===== src/rtl/msg_tx_sequencer_pkg.sv =====
// Shared constants for the status-message path: message size, line terminators,
// sequencer state encoding and the gap-counter width helper.
package msg_tx_sequencer_pkg;

    localparam int         NCHAR_DEF = 6;
    localparam logic [7:0] ASCII_CR  = 8'h0D;
    localparam logic [7:0] ASCII_LF  = 8'h0A;

    typedef enum logic [1:0] {
        ST_IDLE = 2'd0,
        ST_SEND = 2'd1,
        ST_GAP  = 2'd2
    } tx_state_e;

    // Width of a counter holding 0..n; never narrower than one bit.
    function automatic int cnt_width(input int n);
        return (n < 1) ? 1 : $clog2(n + 1);
    endfunction

endpackage


===== src/rtl/msg_gap_timer.sv =====
// Loadable down-counter; done is high while the count sits at 1, i.e. in the
// last of load_val cycles after the load.
module msg_gap_timer
    import msg_tx_sequencer_pkg::*;
#(
    parameter int W = cnt_width(16)
) (
    input  logic         clk,
    input  logic         rst,
    input  logic         load,
    input  logic [W-1:0] load_val,
    output logic         done
);

    logic [W-1:0] cnt_q, cnt_d;

    always_comb begin
        cnt_d = cnt_q;
        if (load) begin
            cnt_d = load_val;
        end else if (cnt_q != '0) begin
            cnt_d = cnt_q - 1'b1;
        end
    end

    always_ff @(posedge clk) begin
        if (rst) begin
            cnt_q <= '0;
        end else begin
            cnt_q <= cnt_d;
        end
    end

    assign done = (cnt_q == W'(1));

endmodule


===== src/rtl/msg_tx_sequencer.sv =====
// Serialises the NCHAR-byte status message onto a valid/ready byte stream,
// snapshotting it on a send request or a content change, with a one-deep queue.
module msg_tx_sequencer
    import msg_tx_sequencer_pkg::*;
#(
    parameter int NCHAR     = NCHAR_DEF,
    parameter bit AUTO_SEND = 1'b1,
    parameter int GAP_CYC   = 16
) (
    input  logic               clk,
    input  logic               rst,
    input  logic [8*NCHAR-1:0] message,
    input  logic               send_req,
    output logic [7:0]         tx_data,
    output logic               tx_valid,
    input  logic               tx_ready,
    output logic               busy,
    output logic               pending
);

    localparam int            MW       = 8 * NCHAR;
    localparam int            IW       = (NCHAR > 1) ? $clog2(NCHAR) : 1;
    localparam int            GW       = cnt_width(GAP_CYC);
    localparam logic [IW-1:0] LAST_IDX = IW'(NCHAR - 1);
    localparam logic [GW-1:0] GAP_LOAD = GW'(GAP_CYC);

    tx_state_e     state_q, state_d;
    logic [MW-1:0] buf_q, buf_d;
    logic [MW-1:0] last_sent_q, last_sent_d;
    logic [IW-1:0] idx_q, idx_d;
    logic          pending_q, pending_d;
    logic          trig;
    logic          gap_load;
    logic          gap_done;
    logic [7:0]    chars [NCHAR];

    // Char 0 lives in the top byte of the message and goes out first.
    for (genvar g = 0; g < NCHAR; g++) begin : g_chars
        assign chars[g] = buf_q[MW-1-8*g -: 8];
    end

    assign trig = send_req | (AUTO_SEND && (message != last_sent_q));

    always_comb begin
        state_d     = state_q;
        buf_d       = buf_q;
        last_sent_d = last_sent_q;
        idx_d       = idx_q;
        pending_d   = pending_q;
        gap_load    = 1'b0;
        unique case (state_q)
            ST_IDLE: begin
                // A queued send reloads here, re-sampling the newest message.
                if (trig || pending_q) begin
                    buf_d       = message;
                    last_sent_d = message;
                    idx_d       = '0;
                    pending_d   = 1'b0;
                    state_d     = ST_SEND;
                end
            end
            ST_SEND: begin
                if (trig) pending_d = 1'b1;
                if (tx_ready) begin
                    if (idx_q == LAST_IDX) begin
                        idx_d = '0;
                        if (GAP_CYC == 0) begin
                            state_d = ST_IDLE;
                        end else begin
                            state_d  = ST_GAP;
                            gap_load = 1'b1;
                        end
                    end else begin
                        idx_d = idx_q + 1'b1;
                    end
                end
            end
            ST_GAP: begin
                if (trig) pending_d = 1'b1;
                if (gap_done) state_d = ST_IDLE;
            end
            default: state_d = ST_IDLE;
        endcase
    end

    always_ff @(posedge clk) begin
        if (rst) begin
            state_q     <= ST_IDLE;
            buf_q       <= '0;
            last_sent_q <= '0;
            idx_q       <= '0;
            pending_q   <= 1'b0;
        end else begin
            state_q     <= state_d;
            buf_q       <= buf_d;
            last_sent_q <= last_sent_d;
            idx_q       <= idx_d;
            pending_q   <= pending_d;
        end
    end

    msg_gap_timer #(.W(GW)) u_gap (
        .clk      (clk),
        .rst      (rst),
        .load     (gap_load),
        .load_val (GAP_LOAD),
        .done     (gap_done)
    );

    assign tx_valid = (state_q == ST_SEND);
    assign tx_data  = tx_valid ? chars[idx_q] : 8'h00;
    assign busy     = (state_q != ST_IDLE);
    assign pending  = pending_q;

endmodule

===== config.mk =====
export PLATFORM = sky130hd
export DESIGN_NAME = msg_tx_sequencer
export DESIGN_NICKNAME = d
export VERILOG_FILES = /design/src/rtl/msg_tx_sequencer_pkg.sv /design/src/rtl/msg_gap_timer.sv /design/src/rtl/msg_tx_sequencer.sv
export SDC_FILE = /design/constraint.sdc
export NUM_CORES = 1
export LEC_CHECK = 0
export ABC_AREA = 1
export ABC_CLOCK_PERIOD_IN_PS = 2300
export CAP_MARGIN = 25
export CELL_PAD_IN_SITES_DETAIL_PLACEMENT = 1
export CELL_PAD_IN_SITES_GLOBAL_PLACEMENT = 1
export CORE_AREA = 2 2 94 96
export CTS_CLUSTER_SIZE = 14
export DETAILED_ROUTE_END_ITERATION = 8
export DIE_AREA = 0 0 96 98
export DONT_BUFFER_PORTS = 1
export GPL_ROUTABILITY_DRIVEN = 0
export PLACE_DENSITY = 0.79
export SLEW_MARGIN = 20
export SYNTH_ARGS = -nofsm -noshare
export SYNTH_HDL_FRONTEND = slang
export SYNTH_SLANG_ARGS = --single-unit

===== constraint.sdc =====
create_clock -name clk -period 2.3 [get_ports clk]
set_clock_uncertainty 0.2 [all_clocks]
set_input_delay 0.345 -clock clk [delete_from_list [all_inputs] [get_ports clk]]
set_output_delay 0.345 -clock clk [all_outputs]
set_load 0.005 [all_outputs]

==> results of run 1 <==
[stage by stage]
| stage | instance area (sq um) | setup WS [ns] | total power [mW] | utilization |
|---|---|---|---|---|
| floorplan | 3640 | 0.474 | 3.52 | - |
| global placement | 3720 | 0.216 | 3.98 | 0.440 |
| finish | 4570 | -0.0118 | 5.68 | 0.539 |
| global route | 4570 | -0.0909 | 6.10 | 0.539 |
| CTS | 4480 | 0.0272 | 5.42 | 0.529 |
| detailed placement | 3720 | 0.111 | 4.10 | 0.440 |
[layout make-up]
cell class | count | area, sq um | share of cell area
multi-input combinational | 424 | 2030 | 0.445
sequential | 59 | 1190 | 0.260
timing repair buffer | 61 | 621 | 0.136
inverter | 92 | 349 | 0.0764
clock buffer | 11 | 141 | 0.0310
tap | 108 | 135 | 0.0296
clock inverter | 5 | 100 | 0.0219
[routing by layer]
metal	vias to the layer above	track usage	part of all wire
li1	1953	-	-
met2	88	0.525	0.53
met5	-	0	0
met3	17	0.0702	0.053
met4	0	0.0626	0.013
met1	1922	0.314	0.40
[cells in the mapped netlist]
| cell | instances | area (sq um) |
|---|---|---|
| nand2_1 | 138 | 518 |
| nor2_1 | 107 | 402 |
| inv_1 | 86 | 323 |
| dfxtp_1 | 59 | 1180 |
| o21ai_0 | 58 | 290 |
| nand3_1 | 23 | 115 |
| nor2_2 | 21 | 131 |
| a21oi_1 | 20 | 100 |
| o21ai_1 | 18 | 90.1 |
| clkbuf_1 | 11 | 41.3 |
| xnor2_1 | 11 | 96.3 |
| buf_6 | 6 | 67.6 |
| ha_1 | 6 | 75.1 |
| inv_2 | 6 | 22.5 |
| o221ai_1 | 5 | 43.8 |
| buf_2 | 4 | 20.0 |
| nand4_1 | 3 | 18.8 |
| nor3_1 | 3 | 15.0 |
| o211ai_1 | 3 | 22.5 |
| a211oi_1 | 1 | 7.51 |
| a221oi_1 | 1 | 8.76 |
| buf_1 | 1 | 3.75 |
| mux2i_1 | 1 | 10.0 |
| nand2_2 | 1 | 6.26 |
| nand2_4 | 1 | 11.3 |
| or2_1 | 1 | 6.26 |
| or2_2 | 1 | 6.26 |
| xor2_1 | 1 | 8.76 |
[where the power goes]
part           leakage, nW  internal, mW  switching, mW
combinational         1.53          1.01           1.74
sequential           0.492          1.38          0.344
clock                0.123         0.747          0.449
[repair_timing]
action / CTS / global route
setup endpoints to repair: 6 / 36
endpoints found under the hold margin: 51 / 0
gates resized for setup: 7 / 28
hold buffers: 47 / 0
cloned: 0 / 1
pin swaps: 0 / 2
setup buffers: 3 / 1
[flip-flops by register name (all words and copies together) (netlist names)]
signal and count:
last_sent_q 48, state_q 2, u_gap.cnt_q 5, idx_q 3, pending 1
[cell families after synthesis]
| group | Yosys count | share of synthesized area |
|---|---|---|
| AO/OA/AOI/OAI | 106 | 0.155 |
| flip-flops | 59 | 0.324 |
| adder cells (fa/ha/maj) | 6 | 0.0206 |
| AND/OR/NAND/NOR | 299 | 0.338 |
| buffers and inverters | 114 | 0.131 |
| multiplexers | 1 | 0.00275 |
| XOR/XNOR | 12 | 0.0289 |
[critical path: stages (launching register included)]
cell	delay (ns)
dfxtp_4	0.37
clkinvlp_4	0.15
buf_4	0.18
a21oi_1	0.18
o21ai_1	0.14
o221ai_2	0.11
a21oi_1	0.15
nor2_2	0.16
[cells in the final DEF, fill, tap and decap left out, types with 5 or more instances in the layout]
| master | count |
|---|---|
| dfxtp_1 | 56 |
| nand3_1 | 23 |
| ha_1 | 6 |
| xnor2_1 | 11 |
| dlygate4sd3_1 | 47 |
| a21oi_1 | 19 |
| o21ai_0 | 47 |
| inv_2 | 7 |
| clkbuf_8 | 10 |
| inv_1 | 84 |
| nor2_2 | 26 |
| o21ai_1 | 24 |
| o21ai_2 | 5 |
| nand2_1 | 137 |
| nor2_1 | 102 |
| buf_4 | 11 |
[worst paths after layout]
| kind | to | slack, ns | cells after the start |
|---|---|---|---|
| min reg2reg | last_sent_q[0]$_SDFFE_PP0P_ | 0.29 | 2 |
| min | last_sent_q[15]$_SDFFE_PP0P_ | 0.05 | 2 |
| max | tx_data[5] | -0.01 | 7 |
| max reg2reg | last_sent_q[15]$_SDFFE_PP0P_ | 0.17 | 14 |
==> results.py, run 1 <==
metrics = {
    "yosys": {
        "synth_cell_type_count": 28,
        "syn_inst": 597,
        "syn_nets": 655,
        "syn_area_per_cell_sq_um": 6.10,
        "ys_seq_area_frac": 0.324,
        "ys_ff_latch": 59,
        "syn-cell-area_sq_um": 3640,
        "synth_warnings": 0,
    },
    "timing": {
        "slew_violations": 0,
        "max_freq_mhz": 433,
        "fin_ws_ns": -0.0118,
        "hold_ws_ns": 0.0498,
        "final-hold-violation-count": 0,
        "maxSlewHeadroom": 0.679,
        "finalSetupViolations": 1,
        "fin_crit_sh": 1.01,
        "tns_ns": -0.0118,
        "rsz0062_at_grt": "yes",
        "period_needed_ns": 2.31,
        "max_slew.worst_pin.slew_ns": 0.482,
    },
    "grt": {
        "grt_max_degree": 49,
        "grt_usage": 0.281,
        "antenna_found_initial": 0,
        "grt_pass1_vias": 4244,
        "grt_pass1_wl_mm": 20.4,
        "overflow": 0,
    },
    "power_and_ir_drop": {
        "p_per_area_nw_per_um2": 1240,
        "power.leakage_nw": 2.14,
        "vdd_drop_max_v": 0.000562,
    },
    "routing": {
        "detail_route.first_pass.iterations": 4,
        "route.detailed.drc": 0,
        "wl_per_cell_um": 17.3,
        "viasPerCell": 5.24,
        "drt_iter0_markers": 175,
        "detail-route-antenna-nets": 0,
        "via_count": 3980,
        "finalWirelength_mm": 13.2,
    },
    "hold_path": {
        "min_from": "message[15]",
        "holdCritPathClass": "input port to flip-flop",
    },
    "placement": {
        "io_buffers": 0,
        "post-place-cells": 692,
        "place_hpwl_mm": 8.42,
    },
    "cells_and_area": {
        "drive_above_1_share": 0.120,
        "area_delta_synth_final_pct": 25.4,
        "stdcell_count": 760,
        "diodes": 0,
        "fin_nets": 705,
        "nFillCells": 1155,
    },
    "worst_setup_path": {
        "regToRegStartpoint": "last_sent_q[18]$_SDFFE_PP0P_",
        "cp-startpoint": "idx_q[0]$_SDFFE_PP0P_",
        "path_max_fanout": 8,
        "arrival_ns": 1.77,
        "worstSetupEndpointType": "output port",
        "cp.required_ns": 1.75,
        "start_kind": "flip-flop",
        "critPathKind": "flip-flop to output port",
    },
    "clock_network": {
        "clk_path_buf_depth": 2,
        "cts_tree": "done",
        "clock_latency_ns": 0.35,
        "cts_buffers": 9,
        "clk_pin_slew_ns": 0.07,
        "htree_levels": 3,
        "cts.root.buffer_cell": "clkbuf_8",
        "cts_sinks": 59,
    },
    "outcome": {
        "violations": "negative setup slack",
        "status": "finished, violations left",
    },
    "floorplanning": {
        "die_area_sq_um": 9410,
        "row_count": 34,
        "core_area_sq_um": 8470,
        "ios": 63,
        "fp.dieH_um": 98,
        "start_util": 0.430,
        "die_w_um": 96,
    },
    "job": {
        "drv_cap": 0,
    },
}
Note: power is estimated with default switching activity, not from simulation.
==> inputs of run 2 (changes only) <==
--- a/config.mk
+++ b/config.mk
@@ -17,6 +17,7 @@
 export DONT_BUFFER_PORTS = 1
 export GPL_ROUTABILITY_DRIVEN = 0
 export PLACE_DENSITY = 0.79
+export SETUP_SLACK_MARGIN = 0.1
 export SLEW_MARGIN = 20
 export SYNTH_ARGS = -nofsm -noshare
 export SYNTH_HDL_FRONTEND = slang
==> run 2 against run 1 <==
The run now ends clean. Sequential power barely moved. Largest cell class unchanged. Routed wire length rose by 3.2%. Utilization rose by 1.6 points. Die area did not move. Final area rose by 3.0%. Final cell count rose by 0.26%. Critical endpoint is now tx_data[1].
==> results.py, run 2 (same netlist as run 1, synthesis figures left out) <==
metrics = {
    "outcome": {
        "status": "complete, no violations",
    },
    "cells_and_area": {
        "regMostFlops": "last_sent_q",
        "diodes": 0,
        "fin_nets": 707,
        "stdcell_count": 762,
        "drive_above_1_share": 0.177,
        "nFillCells": 1145,
        "final_util": 0.555,
        "mostFrequentLayoutCells": "136 x nand2_1, 92 x nor2_1, 84 x inv_1",
        "largest_register_ffs": 48,
        "area_delta_synth_final_pct": 29.1,
        "reg_top3": "last_sent_q x48, u_gap.cnt_q x5, idx_q x3",
        "final_common_cell": "nand2_1",
    },
    "routing": {
        "finalWirelength_mm": 13.6,
        "detail_route.first_pass.iterations": 5,
        "drt_iter0_markers": 134,
        "viasPerCell": 5.32,
        "detail-route-antenna-nets": 0,
        "wl_per_cell_um": 17.8,
        "route.detailed.drc": 0,
        "via_count": 4051,
    },
    "grt": {
        "overflow": 0,
        "grt_max_degree": 49,
        "grt_pass1_vias": 4257,
        "grt_pass1_wl_mm": 20.3,
        "grt_usage": 0.281,
        "antenna_found_initial": 0,
    },
    "worst_setup_path": {
        "crit_top_cell": "o21ai_2",
        "cp-startpoint": "idx_q[0]$_SDFFE_PP0P_",
        "crit_chain": "clkinvlp_4 -> buf_4 -> o21ai_2 -> o221ai_1 -> nand3_1 -> o21ai_2",
        "critPathKind": "flip-flop to output port",
        "reg2reg_to": "last_sent_q[42]$_SDFFE_PP0P_",
        "regToRegStartpoint": "last_sent_q[44]$_SDFFE_PP0P_",
        "crit_family": "compound AO/OA/AOI/OAI gates",
        "crit_end": "tx_data[1]",
        "reg2reg_slack_ns": 0.15,
        "crit_path_top_delay_cell": "dfxtp_4",
        "crit_path_max_incr_delay_ns": 0.37,
        "cp.required_ns": 1.75,
        "crit_cells": 6,
        "path_max_fanout": 8,
        "arrival_ns": 1.70,
        "reg2reg_depth": 13,
        "cp_num_buf_inv": 2,
        "start_kind": "flip-flop",
        "worstSetupEndpointType": "output port",
    },
    "timing": {
        "period_needed_ns": 2.24,
        "maxSlewHeadroom": 0.685,
        "slew_violations": 0,
        "max_slew.worst_pin.slew_ns": 0.472,
        "final-hold-violation-count": 0,
        "fin_crit_sh": 0.974,
        "max_freq_mhz": 446,
        "rsz0062_at_grt": "yes",
        "fin_ws_ns": 0.0598,
        "hold_ws_ns": 0.0353,
        "finalSetupViolations": 0,
        "tns_ns": 0,
    },
    "power_and_ir_drop": {
        "combPwrFrac": 0.498,
        "p_per_area_nw_per_um2": 1260,
        "power_frac_clock": 0.204,
        "power.leakage_nw": 2.17,
        "p_int_mw": 3.25,
        "power.switching_mw": 2.65,
        "vdd_drop_max_v": 0.000586,
        "power_frac_seq": 0.298,
        "swShare": 0.450,
    },
    "clock_network": {
        "cts_buffers": 9,
        "clk_path_buf_depth": 2,
        "clk_pin_slew_ns": 0.07,
        "cts_sinks": 59,
        "cts.root.buffer_cell": "clkbuf_8",
        "clock_latency_ns": 0.36,
        "cts_tree": "done",
        "htree_levels": 3,
    },
    "job": {
        "drv_cap": 0,
    },
    "floorplanning": {
        "die_area_sq_um": 9410,
        "row_count": 34,
        "core_area_sq_um": 8470,
        "die_w_um": 96,
        "start_util": 0.430,
        "ios": 63,
        "fp.dieH_um": 98,
    },
    "placement": {
        "dp_slack_ns": 0.111,
        "post-place-cells": 692,
        "place_hpwl_mm": 8.42,
        "io_buffers": 0,
    },
    "hold_path": {
        "holdCritPathClass": "input port to flip-flop",
        "min_from": "message[15]",
    },
}
==> run 2: cell types whose count changed in the layout (fill, tap and decap cells not counted), moves of 3 or more <==
cell	change
dfxtp_1	-13
dfxtp_2	+12
nor2_1	-10
nor2_2	+10
a21oi_1	-5
a21oi_2	+4
buf_6	+3
o21ai_0	-3
o21ai_2	+3
==> run 2: power groups by stage <==
stage | sequential, mW | combinational, mW | clock, mW
after floorplan | 1.63 | 1.89 | 0
after global placement | 1.70 | 2.28 | 0
after detailed placement | 1.73 | 2.38 | 0
after global routing | 1.80 | 3.26 | 1.27
final | 1.76 | 2.94 | 1.20
after CTS | 1.71 | 2.51 | 1.20
==> run 2: area by class of cell <==
type | instances | area (sq um) | share of cell area
Timing Repair Buffer | 63 | 652 | 0.139
Tap cell | 108 | 135 | 0.0287
Sequential cell | 59 | 1210 | 0.257
Inverter | 92 | 349 | 0.0742
Multi-Input combinational cell | 424 | 2120 | 0.451
Clock inverter | 5 | 100 | 0.0213
Clock buffer | 11 | 141 | 0.0301
==> run 2: worst min path at each step <==
stage / slack [ns] / to / cells after the start
2_1_floorplan: 0.21 / idx_q[0]$_SDFFE_PP0P_ / 1
3_5_place_dp: 0.22 / idx_q[1]$_SDFFE_PP0P_ / 1
6_report: 0.04 / last_sent_q[15]$_SDFFE_PP0P_ / 2
3_3_place_gp: 0.22 / idx_q[1]$_SDFFE_PP0P_ / 1
4_1_cts: 0.03 / last_sent_q[15]$_SDFFE_PP0P_ / 2
5_1_grt: 0.01 / last_sent_q[15]$_SDFFE_PP0P_ / 2
==> run 2: repair_timing <==
action	in CTS	in global routing
hold endpoints to repair	51	0
endpoints found under the setup margin	8	59
gates resized for setup	12	67
cloned	0	1
buffers inserted	3	3
hold buffers	47	0
pin swaps	1	12
==> run 2: metal layers <==
metal,GRT usage,vias up,wire (um)
met2,0.523,132,7150
met4,0.0648,0,260
li1,-,1947,-
met1,0.312,1946,5240
met5,0,-,0
met3,0.0702,26,942
==> run 2: through the flow <==
stage          cell area, sq um  power (mW)
2_1_floorplan              3640        3.52
3_3_place_gp               3720        3.98
3_5_place_dp               3720        4.10
4_1_cts                    4470        5.42
5_1_grt                    4700        6.32
6_report                   4700        5.90
==> inputs of run 3 (changes only) <==
--- a/config.mk
+++ b/config.mk
@@ -6,7 +6,7 @@
 export NUM_CORES = 1
 export LEC_CHECK = 0
 export ABC_AREA = 1
-export ABC_CLOCK_PERIOD_IN_PS = 2300
+export ABC_CLOCK_PERIOD_IN_PS = 2100
 export CAP_MARGIN = 25
 export CELL_PAD_IN_SITES_DETAIL_PLACEMENT = 1
 export CELL_PAD_IN_SITES_GLOBAL_PLACEMENT = 1
==> constraint.sdc (replaced) <==
create_clock -name clk -period 2.1 [get_ports clk]
set_clock_uncertainty 0.2 [all_clocks]
set_input_delay 0.315 -clock clk [delete_from_list [all_inputs] [get_ports clk]]
set_output_delay 0.315 -clock clk [all_outputs]
set_load 0.005 [all_outputs]
==> run 3 against run 2 <==
The flow now finishes with violations (negative setup slack). Clock power is 6% lower. Setup slack worse by 0.32 ns. Via count is 15% higher. Critical path type is now flip-flop to flip-flop. Highest routed layer unchanged.
==> results.py, run 3 (same netlist as run 1, synthesis figures left out) <==
metrics = {
    "cells_and_area": {
        "final_common_cell": "nand2_1",
        "diodes": 0,
        "regMostFlops": "last_sent_q",
        "reg_top3": "last_sent_q x48, u_gap.cnt_q x5, idx_q x3",
        "area_delta_synth_final_pct": 50.5,
        "finish.instance_area_sq_um": 5480,
        "largest_register_ffs": 48,
        "mostFrequentLayoutCells": "131 x nand2_1, 76 x inv_1, 61 x nor2_1",
        "drive_above_1_share": 0.324,
        "fin_nets": 736,
        "stdcell_count": 790,
    },
    "routing": {
        "drt_iter0_markers": 278,
        "detail_route.first_pass.iterations": 6,
        "wl_per_cell_um": 24.6,
        "viasPerCell": 5.88,
        "route.detailed.drc": 0,
        "via_count": 4649,
        "detail-route-antenna-nets": 0,
        "finalWirelength_mm": 19.4,
    },
    "worst_setup_path": {
        "regToRegStartpoint": "last_sent_q[1]$_SDFFE_PP0P_",
        "critPathKind": "flip-flop to flip-flop",
        "cp.required_ns": 2.16,
        "worstSetupEndpointType": "flip-flop",
        "cp-startpoint": "last_sent_q[1]$_SDFFE_PP0P_",
        "arrival_ns": 2.41,
        "start_kind": "flip-flop",
        "path_max_fanout": 17,
    },
    "floorplanning": {
        "die_area_sq_um": 9410,
        "fp.dieH_um": 98,
        "core_area_sq_um": 8470,
        "start_util": 0.430,
        "die_w_um": 96,
        "row_count": 34,
        "ios": 63,
    },
    "clock_network": {
        "cts.root.buffer_cell": "clkbuf_8",
        "cts_buffers": 9,
        "cts_sinks": 59,
        "clk_path_buf_depth": 2,
        "clk_pin_slew_ns": 0.08,
        "htree_levels": 3,
        "cts_tree": "done",
        "clock_latency_ns": 0.37,
    },
    "outcome": {
        "status": "finished, violations left",
        "violations": "negative setup slack",
    },
    "power_and_ir_drop": {
        "p_int_mw": 4.25,
        "vdd_drop_max_v": 0.000814,
        "p_per_area_nw_per_um2": 1520,
        "power.switching_mw": 4.06,
        "power_frac_seq": 0.253,
        "combPwrFrac": 0.611,
        "swShare": 0.488,
        "power.leakage_nw": 2.41,
        "power_frac_clock": 0.136,
    },
    "grt": {
        "grt_pass1_vias": 4294,
        "grt_pass1_wl_mm": 20.5,
        "antenna_found_initial": 0,
        "overflow": 0,
        "grt_max_degree": 43,
        "grt_usage": 0.283,
    },
    "placement": {
        "place_area_sq_um": 3750,
        "place_hpwl_mm": 8.37,
        "post-place-cells": 692,
        "io_buffers": 0,
        "dp_slack_ns": 0.00983,
    },
    "timing": {
        "slew_violations": 0,
        "period_needed_ns": 2.36,
        "finalSetupViolations": 58,
        "fin_crit_sh": 1.12,
        "hold_ws_ns": 0.0996,
        "max_slew.worst_pin.slew_ns": 0.396,
        "final-hold-violation-count": 0,
        "fin_ws_ns": -0.256,
        "max_freq_mhz": 424,
        "maxSlewHeadroom": 0.736,
        "rsz0062_at_grt": "yes",
    },
    "job": {
        "drv_cap": 0,
    },
    "hold_path": {
        "min_from": "tx_ready",
        "holdCritPathClass": "input port to flip-flop",
    },
}
run 3: cell count changes in the layout (fill, tap and decap cells not counted), sizes merged:
cell / before / now
dlygate4sd3: 47 / 49
clkbuf: 12 / 20
clkinvlp: 1 / 2
buf: 15 / 35
bufinv: 3 / 1
inv: 91 / 90
run 3: worst max-delay path: stages (launching register included):
cell,delay (ns)
dfxtp_1,0.37
inv_1,0.09
nand2_1,0.06
nand2_1,0.06
nor2_1,0.17
nand2_1,0.10
nor2_2,0.16
nand2_2,0.10
nor2_4,0.15
nand2_4,0.09
nand2_8,0.13
clkbuf_16,0.21
o21ai_1,0.08
nor2_1,0.26
run 3: stage by stage:
stage	total power, mW	util	TNS, ns
after floorplan	3.86	-	0
after global placement	4.42	0.443	0
after detailed placement	4.55	0.443	0
after CTS	5.91	0.543	0
after global routing	8.65	0.648	-12.64
final	8.31	0.648	-7.97
run 3: power groups by stage:
stage          logic (mW)  registers (mW)  clock network [mW]
4_1_cts              2.94            1.89                1.08
2_1_floorplan        2.07            1.79                   0
3_3_place_gp         2.56            1.86                   0
5_1_grt              5.34            2.14                1.17
6_report             5.08            2.10                1.13
3_5_place_dp         2.65            1.89                   0
run 3: per-layer routing:
metal / vias up / global-route usage / wire length, um
met2: 271 / 0.510 / 9350
met1: 2238 / 0.318 / 7110
met4: 0 / 0.104 / 1390
li1: 2013 / - / -
met3: 127 / 0.0664 / 1590
met5: - / 0 / 0
run 3: path summary, 6_finish.rpt:
check                                               endpoint  slack [ns]  cells past startpoint
worst max register to register  last_sent_q[30]$_SDFFE_PP0P_       -0.26                     13
worst max-delay path            last_sent_q[30]$_SDFFE_PP0P_       -0.26                     13
worst min register to register   last_sent_q[7]$_SDFFE_PP0P_        0.31                      2
worst min-delay path             u_gap.cnt_q[4]$_SDFFE_PP0P_         0.1                      4
run 3: timing repair:
action,in CTS,in global routing
setup buffers,4,20
hold buffers,49,0
hold endpoints to repair,53,0
pin swaps,8,37
gates cloned,1,9
gates resized for setup,55,175
setup endpoints to repair,56,61
run 3: layout make-up:
class / count / area (sq um)
clock buffers: 13 / 159
clock inverters: 2 / 35.0
fillers: 1049 / 2980
inverters: 92 / 364
multi-input cells: 424 / 2520
flip-flops and latches: 59 / 1240
well taps: 108 / 135
repair buffers: 91 / 1020
repair inverters: 1 / 7.51
